===== src/rtl/layer_controller.sv =====
// Sequences one conv layer: per filter, load weights, then compute/write every output window.
// Optional per-filter pooling pass is built in when LAYER_CTRL_POOL_EN is defined.
module layer_controller #(
  parameter int FW = 4,
  parameter int SW = 5
) (
  input  logic          clk,
  input  logic          resetState,
  input  logic          startLayer,
  input  logic [FW-1:0] filterCount,
  input  logic [SW-1:0] outputSize,
  input  logic          dmaReadDone,
  input  logic          computeDone,
  input  logic          dmaWriteDone,
  input  logic          poolDone,
  output logic          loadFilter,
  output logic          startCompute,
  output logic          writeResult,
  output logic          startPool,
  output logic [FW-1:0] filterIdx,
  output logic [SW-1:0] rowIdx,
  output logic [SW-1:0] colIdx,
  output logic          busy,
  output logic          layerFinish
);

`ifdef LAYER_CTRL_POOL_EN
  typedef enum logic [2:0] {IDLE, LOAD, COMPUTE, WRITE, POOL, DONE} state_t;
`else
  typedef enum logic [2:0] {IDLE, LOAD, COMPUTE, WRITE, DONE} state_t;
`endif

  state_t        state_q, state_d;
  logic [FW-1:0] fcnt_q, fcnt_d, filt_q, filt_d;
  logic [SW-1:0] size_q, size_d, row_q, row_d, col_q, col_d;
  logic          load_q, comp_q, write_q, busy_q, fin_q;
  logic          last_col, last_row, last_filt;

  assign last_col  = (col_q == size_q - SW'(1));
  assign last_row  = (row_q == size_q - SW'(1));
  assign last_filt = (filt_q == fcnt_q - FW'(1));

  always_comb begin
    state_d = state_q;
    fcnt_d  = fcnt_q;
    size_d  = size_q;
    filt_d  = filt_q;
    row_d   = row_q;
    col_d   = col_q;
    case (state_q)
      IDLE: begin
        if (startLayer) begin
          fcnt_d  = filterCount;
          size_d  = outputSize;
          filt_d  = '0;
          row_d   = '0;
          col_d   = '0;
          state_d = (filterCount == '0 || outputSize == '0) ? DONE : LOAD;
        end
      end
      LOAD:    if (dmaReadDone) state_d = COMPUTE;
      COMPUTE: if (computeDone) state_d = WRITE;
      WRITE: begin
        if (dmaWriteDone) begin
          state_d = COMPUTE;
          if (!last_col) begin
            col_d = col_q + SW'(1);
          end else begin
            col_d = '0;
            if (!last_row) begin
              row_d = row_q + SW'(1);
            end else begin
              row_d = '0;
`ifdef LAYER_CTRL_POOL_EN
              state_d = POOL;
`else
              if (last_filt) begin
                state_d = DONE;
              end else begin
                filt_d  = filt_q + FW'(1);
                state_d = LOAD;
              end
`endif
            end
          end
        end
      end
`ifdef LAYER_CTRL_POOL_EN
      POOL: begin
        if (poolDone) begin
          if (last_filt) begin
            state_d = DONE;
          end else begin
            filt_d  = filt_q + FW'(1);
            state_d = LOAD;
          end
        end
      end
`endif
      DONE:    state_d = IDLE;
      default: state_d = IDLE;
    endcase
  end

  // Request outputs are registered from the next state so they are glitch-free Moore flops.
  always_ff @(posedge clk or posedge resetState) begin
    if (resetState) begin
      state_q <= IDLE;
      fcnt_q  <= '0;
      size_q  <= '0;
      filt_q  <= '0;
      row_q   <= '0;
      col_q   <= '0;
      load_q  <= 1'b0;
      comp_q  <= 1'b0;
      write_q <= 1'b0;
      busy_q  <= 1'b0;
      fin_q   <= 1'b0;
    end else begin
      state_q <= state_d;
      fcnt_q  <= fcnt_d;
      size_q  <= size_d;
      filt_q  <= filt_d;
      row_q   <= row_d;
      col_q   <= col_d;
      load_q  <= (state_d == LOAD);
      comp_q  <= (state_d == COMPUTE);
      write_q <= (state_d == WRITE);
      busy_q  <= (state_d != IDLE);
      fin_q   <= (state_d == DONE);
    end
  end

`ifdef LAYER_CTRL_POOL_EN
  logic pool_q;
  always_ff @(posedge clk or posedge resetState) begin
    if (resetState) pool_q <= 1'b0;
    else            pool_q <= (state_d == POOL);
  end
  assign startPool = pool_q;
`else
  logic unused_pool_done;
  assign unused_pool_done = poolDone;
  assign startPool        = 1'b0;
`endif

  assign loadFilter   = load_q;
  assign startCompute = comp_q;
  assign writeResult  = write_q;
  assign busy         = busy_q;
  assign layerFinish  = fin_q;
  assign filterIdx    = filt_q;
  assign rowIdx       = row_q;
  assign colIdx       = col_q;

endmodule


===== config.mk =====
export PLATFORM = sky130hd
export DESIGN_NAME = layer_controller
export DESIGN_NICKNAME = d
export VERILOG_FILES = /design/src/rtl/layer_controller.sv
export SDC_FILE = /design/constraint.sdc
export NUM_CORES = 1
export LEC_CHECK = 0
export CORE_MARGIN = 3
export CORE_UTILIZATION = 52
export DETAILED_ROUTE_END_ITERATION = 10
export PLACE_DENSITY_LB_ADDON = 0.12
export SLEW_MARGIN = 25
export SYNTH_ARGS = -nofsm -noshare
export SYNTH_HDL_FRONTEND = slang
export SYNTH_SLANG_ARGS = --single-unit
export TNS_END_PERCENT = 5

===== constraint.sdc =====
create_clock -name clk -period 2.9 [get_ports clk]
set_input_delay 0.29 -clock clk [delete_from_list [all_inputs] [get_ports clk]]
set_output_delay 0.29 -clock clk [all_outputs]
set_load 0.01 [all_outputs]

## After elaboration in Yosys (flattened, before gate mapping)

Index checks and enable logic that the tools add are counted.

| operators by class | value |
|---|---|
| equal/unequal tests | 15 |
| muxes and demuxes | 23 |
| reduce and logical (&&, ||, !) cells | 10 |
| add/sub/neg operators | 5 |

Operators with widths:

| operator | number |
|---|---|
| $mux W5 | 6 |
| $mux W3 | 8 |
| $mux W4 | 5 |
| $pmux W5 S2 | 2 |
| $eq A3 B2 Y1 const B | 4 |
| $pmux W3 S4 | 1 |
| $add A5 B1 Y5 const B | 2 |
| $eq A5 B5 Y1 | 2 |
| $ne A2 B2 Y1 const B | 5 |
| $pmux W4 S2 | 1 |
| $eq A3 B1 Y1 const B | 2 |
| $reduce_and A6 Y1 | 1 |
| $logic_not A5 Y1 | 1 |
| $sub A5 B1 Y5 const B | 1 |
| $add A4 B1 Y4 const B | 1 |
| $eq A4 B4 Y1 | 1 |
| $logic_not A4 Y1 | 1 |
| $reduce_and A4 Y1 | 1 |
| $sub A4 B1 Y4 const B | 1 |
| $eq A3 B3 Y1 const B | 1 |
| $logic_not A3 Y1 | 1 |
| $reduce_and A3 Y1 | 1 |
| $reduce_bool A3 Y1 | 1 |
| $reduce_and A2 Y1 | 1 |
| 2 further kinds | 2 |

| word-level totals | value |
|---|---|
| output and inout port bits | 20 |
| logic and storage cells | 64 |
| register bits after elaboration | 31 |
| input port bits | 16 |

## Depth between registers and ports, before layout

| logic depth | value |
|---|---|
| depth after elaboration | 8 |
| depth in mapped cells | 8 |
| mapped depth without buffers | 7 |

## Worst setup path before layout

No wires, ideal clock.

| timing | value |
|---|---|
| path kind | reg-to-reg |
| start | register size_q[0] |
| end | register busy_q (netlist: busy) |
| setup time | 0.119 ns |
| arrival time | 2.094 ns |
| period minus slack after synthesis | 2.212 ns |
| required time | 2.781 ns |
| stages on the path, launching flop included | 8 |
| setup slack | 0.688 ns |
| buffers on the path | 0 |
| cells stage by stage | dfrtp_1 -> inv_1 -> ha_1 -> nor3b_2 -> xnor2_1 -> or3_4 -> or4_4 -> a21bo_1 |

| on the way | value |
|---|---|
| cells in the longest elaborated chain, start to end | 7 |
| elaborated cells between the ends (all ways) | 8 |
| those cells by class | 1 x add/sub; 2 x eq/ne; 4 x mux; 1 x reduce/logical |

Ends and longest elaborated chain:

| item | RTL line | RTL |
|---|---|---|
| from (decl) | 35 | `logic [SW-1:0] size_q, size_d, row_q, row_d, col_q, col_d;` |
| from (signal assigned) | 122 | `size_q <= size_d;` |
| $sub A5 B1 Y5 * | 39, 40 |  |
| $eq A5 B5 Y1 | 40 | `assign last_row = (row_q == size_q - SW'(1));` |
| $mux W3 | 70 | `if (!last_row) begin` |
| $mux W3 * | 66 | `if (!last_col) begin` |
| $mux W3 * | 64 | `if (dmaWriteDone) begin` |
| $pmux W3 S4 * | 50 | `case (state_q)` |
| $reduce_bool A3 Y1 * | 129 | `busy_q <= (state_d != IDLE);` |
| to (signal assigned) | 129 |  |
| to (decl) | 36 | `logic load_q, comp_q, write_q, busy_q, fin_q;` |

Every way passes the cells marked *; elsewhere a longest branch is shown, timed or not.
A chain may end at the register's enable or synchronous reset.

## Final worst setup path

Ends and elaborated chain as after synthesis.

==> impl_metrics.yaml <==
place:
  place.gp.congestion: 0.900
  port_buffers: 33
  place_inst: 283
  dp.final_hpwl_um: 3200
  post_dp_cell_area_mm2: 0.00227
cts:
  clockBufferDepth: 2
  tritoncts.num_buffers: 5
  numClockSinks: 31
  htreeDepth: 2
  ctsRootBufferMaster: "sky130_fd_sc_hd__clkbuf_4"
  cts.clk_slew.worst_paths_ns: 0.10
  cts_hold_repair.buffers: 0
  cts.repair.resized: 0
  clkLatencyLatePin_ns: 0.33
  clock_tree_from_tritoncts: "yes"
  cts.repair_timing.setup_buffer_count: 0
floorplan:
  die_area_mm2: 0.00439
  placeableCoreArea_mm2: 0.00342
  initial_core_utilization_pct: 55.3
  die_w_um: 66.3
  ios: 36
  core.rowCount: 21
  die_h_um: 66.3
detailed_routing:
  dr.first_iter.drc_count: 124
  num_vias: 1661
  detail_route.wirelength_um: 4170
  wire_length_per_cell_um: 14.3
  via_per_inst: 5.71
  ant_nets: 0
  detail_route.first_pass.iterations: 6
  route.detailed.drc: 0
timing:
  final.setup.tns_ns: 0
  timing.fmax_mhz: 417
  timing_hold_violations_final: 0
  finalSetupViolations: 0
  finClkSkew_ns: 0.00207
  maxSlewViolCount: 0
  rsz_0062_raised_after_global_routing: "no"
  timing.max_slew.rel_slack_pct: 66.6
  post-route-min-period_ns: 2.40
  tightest_slew_ns: 0.496
  min_period_over_period_pct: 82.6
power:
  power.ir.vdd_worst_v: 0.000588
  report.power.total_mw: 2.10
  leakagePower_nw: 1.04
  power.density_cell_area_mw_per_mm2: 890
finish:
  nFillCells: 266
  stdcell_area_mm2: 0.00236
  area_growth_syn_to_layout_pct: 24.9
  layout.cells.most_common: "sky130_fd_sc_hd__nand2_1"
  fraction_of_layout_instances_using_a_drive_strength_above_1_pct: 7.35
  stdcell_count: 291
  post-route-util_pct: 69.1
  finish.net_count: 265
  insertedDiodeCount: 0
  mostFrequentLayoutCells: "sky130_fd_sc_hd__nand2_1 (35), sky130_fd_sc_hd__clkdlybuf4s50_1 (33), sky130_fd_sc_hd__dfrtp_1 (31)"
grt:
  overflow: 0
  first_global_vias: 1643
  grt_antenna_before_repair: 0
  grt_max_degree: 32
  global_route_wire_length_before_repair_um: 7110
  grt_util_all_layers_pct: 21.0
worst_hold_path:
  worst_hold_path_type: "primary input to asynchronous set/reset pin"
synth:
  avgSynthCellArea_um2: 9.08
  distinct_cells_synth: 45
  synth_enable_flop_cells: 0
  post_synth_inst_count: 208
  synth-seq-cells: 31
  mappedNetlistNets: 229
  synthFlopType: "sky130_fd_sc_hd__dfrtp_1"
  synth_async_sr_flop_share_pct: 100
  ys_warn_count: 0
  ys_seq_area_share_pct: 41.1
  synth.cell_area_mm2: 0.00189
worst_setup_path:
  criticalPathCategory: "flip-flop to flip-flop"
  worst-r2r-cell-count: 7
  setup.reg_to_reg.worst_slack_ns: 0.50
  timing.critical_path.to_type: "flip-flop"
  worst-endpoint-arrival_ns: 2.62
  worstPathMaxFanout: 4
  rr_startpoint: "size_q[0]$_DFFE_PP0P_"
  cp-start-kind: "flip-flop"
  worst_r2r_endpoint: "busy$_DFF_PP0_"
  worst-endpoint-required_ns: 3.13
job:
  drv_cap: 0
status:
  run_status: "finished, final reports clean"
==> area by class of cell <==
type,count,area [um^2],area share [%]
Multi-Input combinational cell,159,1040,44.2
Timing Repair Buffer,37,360,15.3
Clock buffer,6,51.3,2.17
Inverter,10,37.5,1.59
Clock inverter,2,35.0,1.48
Sequential cell,31,776,32.9
Tap cell,46,57.6,2.44
==> per-stage QoR <==
step           setup WS, ns  hold slack (ns)
5_1_grt               0.385            0.356
3_3_place_gp          0.588            0.482
4_1_cts               0.510            0.341
2_1_floorplan         0.688            0.394
6_report              0.503            0.334
3_5_place_dp          0.541            0.493
==> Yosys cell counts, types with 2 or more instances <==
master	instances	area, um^2
sky130_fd_sc_hd__nand4_1	2	12.5
sky130_fd_sc_hd__a31oi_1	2	12.5
sky130_fd_sc_hd__nor4_1	6	37.5
sky130_fd_sc_hd__mux2i_1	2	20.0
sky130_fd_sc_hd__xnor3_1	3	67.6
sky130_fd_sc_hd__inv_1	10	37.5
sky130_fd_sc_hd__nand2_1	35	131
sky130_fd_sc_hd__xor2_1	9	78.8
sky130_fd_sc_hd__xnor2_1	8	70.1
sky130_fd_sc_hd__dfrtp_1	31	776
sky130_fd_sc_hd__clkbuf_1	7	26.3
sky130_fd_sc_hd__a221o_1	4	40.0
sky130_fd_sc_hd__and3_1	4	25.0
sky130_fd_sc_hd__nor2b_1	3	18.8
sky130_fd_sc_hd__nor3_1	7	35.0
sky130_fd_sc_hd__nor2_1	7	26.3
sky130_fd_sc_hd__ha_1	5	62.6
sky130_fd_sc_hd__o21ai_0	15	75.1
sky130_fd_sc_hd__o22ai_1	3	18.8
sky130_fd_sc_hd__nand3_1	13	65.1
sky130_fd_sc_hd__a21oi_1	7	35.0
sky130_fd_sc_hd__nand3b_1	2	15.0
==> where the power goes <==
part / total (mW) / switching [mW] / internal, mW
logic: 1.04 / 0.557 / 0.481
clock network: 0.354 / 0.150 / 0.204
registers: 0.709 / 0.156 / 0.553
total: 2.10 / 0.863 / 1.24
==> worst max-delay path, cell delays in order, from the launching register on <==
cell and delay [ns]:
sky130_fd_sc_hd__dfrtp_1 0.44, sky130_fd_sc_hd__inv_1 0.08, sky130_fd_sc_hd__ha_1 0.25, sky130_fd_sc_hd__nor3b_2 0.19
sky130_fd_sc_hd__xnor2_1 0.31, sky130_fd_sc_hd__nand3_1 0.23, sky130_fd_sc_hd__or4_4 0.59, sky130_fd_sc_hd__a21bo_1 0.21
==> flip-flops by register name, summed over array words and instances, names as in the netlist <==
name	flops
busy	1
colIdx	5
fcnt_q	4
filterIdx	4
layerFinish	1
loadFilter	1
rowIdx	5
size_q	5
startCompute	1
state_q	3
writeResult	1
==> worst max-delay path by stage <==
stage,from,endpoint,cells after the start
after floorplan,size_q[0]$_DFFE_PP0P_,busy$_DFF_PP0_,7
after global routing,size_q[0]$_DFFE_PP0P_,busy$_DFF_PP0_,7
after detailed placement,size_q[0]$_DFFE_PP0P_,busy$_DFF_PP0_,7
after global placement,size_q[0]$_DFFE_PP0P_,busy$_DFF_PP0_,7
final,size_q[0]$_DFFE_PP0P_,busy$_DFF_PP0_,7
after CTS,size_q[0]$_DFFE_PP0P_,busy$_DFF_PP0_,7
==> per-layer routing <==
layer	wire (um)	up-vias	global-route usage, %
li1	-	814	-
met1	1810	784	25.6
met2	2060	55	35.4
met3	231	8	5.10
met4	63	0	8.63
met5	0	-	0
==> cells by family after synthesis <==
group                      count (synthesis)  share of synthesized area, %
AOI/OAI and AO/OA                         42                          14.4
muxes                                      2                          1.06
xor gates and xnor gates                  20                          11.5
buffers and inverters                     18                          3.78
and+or+nand+nor                           89                          24.8
DFF                                       31                          41.1
adders and majority gates                  5                          3.31
other                                      1                         0.198
(Power assumes the default switching activity.)
